--- config.mk ---
export PLATFORM = sky130hd
export DESIGN_NAME = id_stage
export DESIGN_NICKNAME = d
export VERILOG_FILES = /design/src/rtl/pipe_pkg.sv /design/src/rtl/regfile.sv /design/src/rtl/id_stage.sv
export SDC_FILE = /design/constraint.sdc
export NUM_CORES = 2
export LEC_CHECK = 0
export CAP_MARGIN = 30
export CORE_ASPECT_RATIO = 1.1
export CORE_MARGIN = 3
export CORE_UTILIZATION = 55
export CTS_CLUSTER_DIAMETER = 120
export DETAILED_ROUTE_END_ITERATION = 8
export GPL_TIMING_DRIVEN = 0
export PLACE_DENSITY = 0.8
export SYNTH_ARGS = -nofsm -noshare
export SYNTH_HDL_FRONTEND = slang
export SYNTH_SLANG_ARGS = --single-unit
export TNS_END_PERCENT = 5
--- constraint.sdc ---
create_clock -name clk -period 3.3 [get_ports clk]
set_input_delay 0.495 -clock clk [delete_from_list [all_inputs] [get_ports clk]]
set_output_delay 0.495 -clock clk [all_outputs]
set_load 0.005 [all_outputs]
--- src/rtl/pipe_pkg.sv ---
// Shared pipeline definitions: opcodes, control-field widths and per-opcode
// control words used by the decode, execute and memory stages.
package pipe_pkg;

    localparam int WB_W = 2;
    localparam int M_W  = 3;
    localparam int EX_W = 4;

    localparam logic [5:0] OP_RTYPE = 6'h00;
    localparam logic [5:0] OP_LW    = 6'h23;
    localparam logic [5:0] OP_SW    = 6'h2B;
    localparam logic [5:0] OP_BEQ   = 6'h04;
    localparam logic [5:0] OP_ADDI  = 6'h08;

    // wb = {RegWrite, MemtoReg}, m = {Branch, MemRead, MemWrite},
    // ex = {RegDst, ALUOp[1:0], ALUSrc}
    typedef struct packed {
        logic [WB_W-1:0] wb;
        logic [M_W-1:0]  m;
        logic [EX_W-1:0] ex;
    } ctrl_t;

    localparam ctrl_t CTRL_NONE  = '{wb: 2'b00, m: 3'b000, ex: 4'b0000};
    localparam ctrl_t CTRL_RTYPE = '{wb: 2'b10, m: 3'b000, ex: 4'b1100};
    localparam ctrl_t CTRL_LW    = '{wb: 2'b11, m: 3'b010, ex: 4'b0001};
    localparam ctrl_t CTRL_SW    = '{wb: 2'b00, m: 3'b001, ex: 4'b0001};
    localparam ctrl_t CTRL_BEQ   = '{wb: 2'b00, m: 3'b100, ex: 4'b0010};
    localparam ctrl_t CTRL_ADDI  = '{wb: 2'b10, m: 3'b000, ex: 4'b0001};

    // The all-zero word is a NOP and must not look like an R-type write.
    function automatic ctrl_t decode_ctrl(input logic [31:0] instr);
        ctrl_t c;
        c = CTRL_NONE;
        if (instr == 32'd0) begin
            c = CTRL_NONE;
        end else begin
            case (instr[31:26])
                OP_RTYPE: c = CTRL_RTYPE;
                OP_LW:    c = CTRL_LW;
                OP_SW:    c = CTRL_SW;
                OP_BEQ:   c = CTRL_BEQ;
                OP_ADDI:  c = CTRL_ADDI;
                default:  c = CTRL_NONE;
            endcase
        end
        return c;
    endfunction

endpackage

--- src/rtl/regfile.sv ---
// Register file: one write port, two combinational read ports, register 0
// hardwired to zero, with same-cycle bypass of the writeback value.
module regfile
    import pipe_pkg::*;
#(
    parameter int NREG = 32,
    parameter int W    = 32,
    parameter int AW   = $clog2(NREG)
) (
    input  logic          clk,
    input  logic          rst,
    input  logic          we_i,
    input  logic [AW-1:0] wa_i,
    input  logic [W-1:0]  wd_i,
    input  logic [AW-1:0] ra1_i,
    input  logic [AW-1:0] ra2_i,
    output logic [W-1:0]  rd1_o,
    output logic [W-1:0]  rd2_o
);

    logic [W-1:0] regs_q [NREG];
    logic         wr_en_s;

    assign wr_en_s = we_i && (wa_i != {AW{1'b0}});

    // Storage update: synchronous clear, otherwise write when enabled.
    always_ff @(posedge clk) begin
        if (rst) begin
            for (int i = 0; i < NREG; i++) begin
                regs_q[i] <= {W{1'b0}};
            end
        end else if (wr_en_s) begin
            regs_q[wa_i] <= wd_i;
        end
    end

    // Read port 1 with zero register and writeback bypass.
    always_comb begin
        rd1_o = {W{1'b0}};
        if (ra1_i == {AW{1'b0}}) begin
            rd1_o = {W{1'b0}};
        end else if (wr_en_s && (wa_i == ra1_i)) begin
            rd1_o = wd_i;
        end else begin
            rd1_o = regs_q[ra1_i];
        end
    end

    // Read port 2 with zero register and writeback bypass.
    always_comb begin
        rd2_o = {W{1'b0}};
        if (ra2_i == {AW{1'b0}}) begin
            rd2_o = {W{1'b0}};
        end else if (wr_en_s && (wa_i == ra2_i)) begin
            rd2_o = wd_i;
        end else begin
            rd2_o = regs_q[ra2_i];
        end
    end

endmodule

--- src/rtl/id_stage.sv ---
// Instruction-decode stage: IF/ID register, control decode, sign extension,
// load-use hazard detection and register-file reads feeding ID/EX.
module id_stage
    import pipe_pkg::*;
#(
    parameter int NREG = 32,
    parameter int W    = 32
) (
    input  logic            clk,
    input  logic            rst,
    input  logic [31:0]     if_instr,
    input  logic [W-1:0]    if_pc4,
    input  logic            flush,
    input  logic            idex_mem_read,
    input  logic [4:0]      idex_rt,
    input  logic            wb_reg_write,
    input  logic [4:0]      wb_rd,
    input  logic [W-1:0]    wb_data,
    output logic            pc_write,
    output logic [4:0]      Rs,
    output logic [4:0]      Rt,
    output logic [4:0]      Rd,
    output logic [WB_W-1:0] WB,
    output logic [M_W-1:0]  M,
    output logic [EX_W-1:0] EX,
    output logic [W-1:0]    busA,
    output logic [W-1:0]    busB,
    output logic [W-1:0]    imd,
    output logic [W-1:0]    id_pc4
);

    logic [31:0]  ifid_instr_q;
    logic [31:0]  ifid_instr_d;
    logic [W-1:0] ifid_pc4_q;
    logic [W-1:0] ifid_pc4_d;
    logic [4:0]   rs_s;
    logic [4:0]   rt_s;
    logic         stall_s;
    ctrl_t        ctrl_s;

    assign rs_s = ifid_instr_q[25:21];
    assign rt_s = ifid_instr_q[20:16];

    // Conservative: compares Rt even for opcodes that never read it.
    assign stall_s = idex_mem_read && (idex_rt != 5'd0) &&
                     ((idex_rt == rs_s) || (idex_rt == rt_s));

    // IF/ID next state: flush beats stall, stall holds, otherwise load.
    always_comb begin
        ifid_instr_d = ifid_instr_q;
        ifid_pc4_d   = ifid_pc4_q;
        if (flush) begin
            ifid_instr_d = 32'd0;
            ifid_pc4_d   = if_pc4;
        end else if (stall_s) begin
            ifid_instr_d = ifid_instr_q;
            ifid_pc4_d   = ifid_pc4_q;
        end else begin
            ifid_instr_d = if_instr;
            ifid_pc4_d   = if_pc4;
        end
    end

    // IF/ID register with synchronous reset overriding flush and stall.
    always_ff @(posedge clk) begin
        if (rst) begin
            ifid_instr_q <= 32'd0;
            ifid_pc4_q   <= {W{1'b0}};
        end else begin
            ifid_instr_q <= ifid_instr_d;
            ifid_pc4_q   <= ifid_pc4_d;
        end
    end

    // Control decode with bubble injection while the hazard is present.
    always_comb begin
        ctrl_s = CTRL_NONE;
        if (stall_s) begin
            ctrl_s = CTRL_NONE;
        end else begin
            ctrl_s = decode_ctrl(ifid_instr_q);
        end
    end

    assign pc_write = !stall_s || flush;
    assign Rs       = rs_s;
    assign Rt       = rt_s;
    assign Rd       = ifid_instr_q[15:11];
    assign WB       = ctrl_s.wb;
    assign M        = ctrl_s.m;
    assign EX       = ctrl_s.ex;
    assign imd      = {{(W-16){ifid_instr_q[15]}}, ifid_instr_q[15:0]};
    assign id_pc4   = ifid_pc4_q;

    regfile #(
        .NREG (NREG),
        .W    (W)
    ) u_regfile (
        .clk   (clk),
        .rst   (rst),
        .we_i  (wb_reg_write),
        .wa_i  (wb_rd),
        .wd_i  (wb_data),
        .ra1_i (rs_s),
        .ra2_i (rt_s),
        .rd1_o (busA),
        .rd2_o (busB)
    );

endmodule

==> flow_summary_export.csv <==
group,metric,value,unit
drt,postRouteAntennaNets,0,
critical_path,cpPeakStageDelay,570,ps
floorplan,die_y,349,um
drt,wire_per_inst,37.8,um
power_and_ir_drop,power.share.sequential,0.467,
sta,fin_ws,-815,ps
power_and_ir_drop,p_leak,24.1,nW
synth,synth_adder_area_share,0,
drt,wl_met3,35.4,mm
synth,avgSynthCellArea,14.2,sq um
synth,synthArstFlopShare,0,
place,placed_area,64200,sq um
layout,fin_area,71800,sq um
worst_hold_path,min_path_type,"input pin to flip-flop",
outcome,status,"finished with violations",
synth,synth_ff_type,"edfxtp_1",
sta,clock_skew,22.3,ps
sta,timing_hold_violations_final,0,
sta,slew_violations,0,
clock_network,path_clk_slew,60,ps
power_and_ir_drop,irDropWorstVdd,410,uV
critical_path,endpoint_kind,"primary output",
sta,worst_pin_slew,1230,ps
global_routing,grt_pass1_wl,320,mm
sta,rsz0062_at_grt,"yes",
place,place_congestion,1.05,
floorplan,coreArea,106000,sq um
critical_path,cp.required,2800,ps
floorplan,die_area,111000,sq um
sta,min_period_over_period,1.25,
clock_network,clock-root-buffer,"clkbuf_16",
clock_network,htreeDepth,3,
synth,synth-compound-area-share,0.0560,
critical_path,worstPathMaxFanout,10,
place,place_hpwl,162,mm
layout,fin_util,0.677,
floorplan,io_pins,264,
sta,fmax,243,MHz
power_and_ir_drop,sw_frac_of_total,0.264,
synth,syn_area,58900,sq um
critical_path,cp_cell_sequence,"buf_6 > buf_4 > buf_8 > buf_12 > mux2i_2 > mux2i_1 > o21ai_1 > o21ai_2 > clkdlybuf4s50_1",
floorplan,fp-row-count,125,
synth,synth-simple-area-share,0.133,
drt,drcViolationCount,0,
global_routing,overflow,0,
critical_path,cpMaxStageDelayCell,"clkdlybuf4s50_1",
global_routing,grt_start_max_net_pins,33,
synth,ys_seq_elements,1098,
critical_path,crit_buf_inv,5,
floorplan,start_util,0.556,
synth,synthMuxAreaShare,0.221,
drt,drt_iter0_drc,8524,
sta,tns,-43210,ps
global_routing,grtUsageTotal,0.412,
sta,whs,346,ps
layout,areaGrowthSynthToFinish,21.7,%
drt,m1WireLength,70.9,mm
synth,synth-edff-count,1024,
power_and_ir_drop,combPwrFrac,0.152,
synth,synth_cells,4141,
sta,period_needed,4120,ps
power_and_ir_drop,p_int,25.9,mW
power_and_ir_drop,pwr-share-clk,0.381,
critical_path,crit_type,"flip-flop to primary output",
drt,wl_met2,101,mm
drt,num_vias,44600,
global_routing,antenna_found_initial,11,
synth,ys_warn_count,0,
clock_network,cts_buffers,114,
layout,final_nets,4791,
synth,synth_top_family_by_area,"multiplexers",
layout,drive_gt1_frac,0.282,
outcome,violations,"negative setup slack",
clock_network,cts_tree,"done",
sta,setup_violations,167,
clock_network,postCtsHoldBufs,0,
drt,via_per_inst,7.22,
sta,slew_headroom,0.183,
clock_network,cts_sinks,1098,
synth,synth.distinct_cells,51,
clock_network,cts_max_path_buffers,3,
synth,yosysSeqAreaShare,0.547,
critical_path,arrival,3620,ps
clock_network,clk_latency,710,ps
place,port_buffers,260,
critical_path,crit_path_start_kind,"flip-flop",
power_and_ir_drop,powerDensity,491,nW/um^2
drt,wl,234,mm
critical_path,critPathTopFamily,"buffers and inverters",
drt,first_pass_iters,6,
floorplan,die_w,318,um
drt,dr.max_layer_used,"met5",
power_and_ir_drop,switchingPower,9.29,mW
synth,synth_xor_area_frac,0.00297,
global_routing,grt_pass1_vias,43900,
place,pre_cts_slack,-2010,ps
job,drv_cap,0,
worst register-to-register path, delay by kind of cell (launching register included):
family	cells	cell delay, ps
buf+inv	2	700
compound gates	2	600
simple gates	2	250
xor+xnor	1	140
flops	1	430
cells in the mapped netlist, types with 49 or more instances:
cell type | count | share of area
mux2i_1 | 202 | 0.034
and2_1 | 996 | 0.11
edfxtp_1 | 1024 | 0.52
clkbuf_1 | 337 | 0.021
a221oi_1 | 49 | 0.0073
buf_2 | 61 | 0.0052
a21oi_1 | 101 | 0.0086
a22oi_1 | 84 | 0.011
mux4_2 | 459 | 0.18
o21ai_0 | 97 | 0.0082
nand2_1 | 97 | 0.0062
dfxtp_1 | 74 | 0.025
buf_4 | 65 | 0.0083
nand3_1 | 64 | 0.0054
power by group through the flow:
stage	logic, mW	registers (mW)	clock network, mW
finish	5.36	16.4	13.4
global route	5.41	16.5	13.8
CTS	4.99	16.4	13.2
detailed placement	4.53	16.7	0
global placement	4.39	16.6	0
floorplan	2.44	16.5	0
cells by family after synthesis:
logic type | after synthesis
simple gates | 1321
mux | 708
xor+xnor | 20
buf+inv | 511
flops | 1098
other cells | 1
compound gates | 482
stage by stage:
stage | total power, mW | instances
6_report | 35.2 | 6185
5_1_grt | 35.7 | 6174
4_1_cts | 34.6 | 6138
3_5_place_dp | 21.2 | 5872
3_3_place_gp | 21.0 | 5829
2_1_floorplan | 18.9 | 4172
layer usage:
layer	vias to the layer above	global-route usage
met5	-	0.00427
met4	4	0.348
met3	1189	0.140
met2	4554	0.610
met1	21900	0.486
li1	17000	-
area by class of cell:
cell class,instances,area (sq um)
fillers,7134,34300
flip-flops and latches,1098,32300
multi-input cells,2563,25800
repair buffers,403,4570
plain buffers,485,3440
clock buffers,141,3120
well taps,1397,1750
clock inverters,71,668
inverters,15,56.3
diodes,12,30.0
flip-flops by register name, indices dropped and copies added, names as in the netlist, named ones only:
register          count
id_pc4               32
ifid_instr_q         32
u_regfile.regs_q   1024
final timing paths:
path         depth (start not counted)              from    endpoint  slack (ps)
max reg2reg                          7  ifid_instr_q[20]   flip-flop        1010
min reg2reg                          2         id_pc4[2]   id_pc4[2]         470
min                                  3        if_pc4[27]  id_pc4[27]         350
max                                  9         flip-flop     busA[3]        -820
what timing repair did:
| item | 4_1_cts | 5_1_grt |
|---|---|---|
| cloned | 8 | 1 |
| hold endpoints to repair | 0 | 0 |
| setup endpoints to repair | 459 | 174 |
| gates resized for setup | 774 | 130 |
| setup buffers | 54 | 27 |
| pin swaps | 85 | 44 |
cell usage in the layout, fill, tap and decap left out, types with 24 or more instances in the layout:
master              n
mux4_2            469
and2_1            995
clkbuf_4           24
buf_4             114
nand2_1            77
a221oi_1           30
nor2_1             37
or2_2              31
conb_1             32
clkbuf_1          257
nand4_1            46
mux2_2             36
dfxtp_1            54
buf_12             65
clkinv_1           24
clkbuf_2           51
clkinv_2           26
a22oi_2            37
buf_2              26
buf_8              39
mux2i_1           166
o31ai_1            32
edfxtp_1         1024
a22oi_1            47
clkdlybuf4s50_1   208
buf_6              34
nand3_1            57
clkbuf_16         125
a21oi_1            97
a22o_1             25
o21ai_0            56
(Power assumes the default switching activity.)
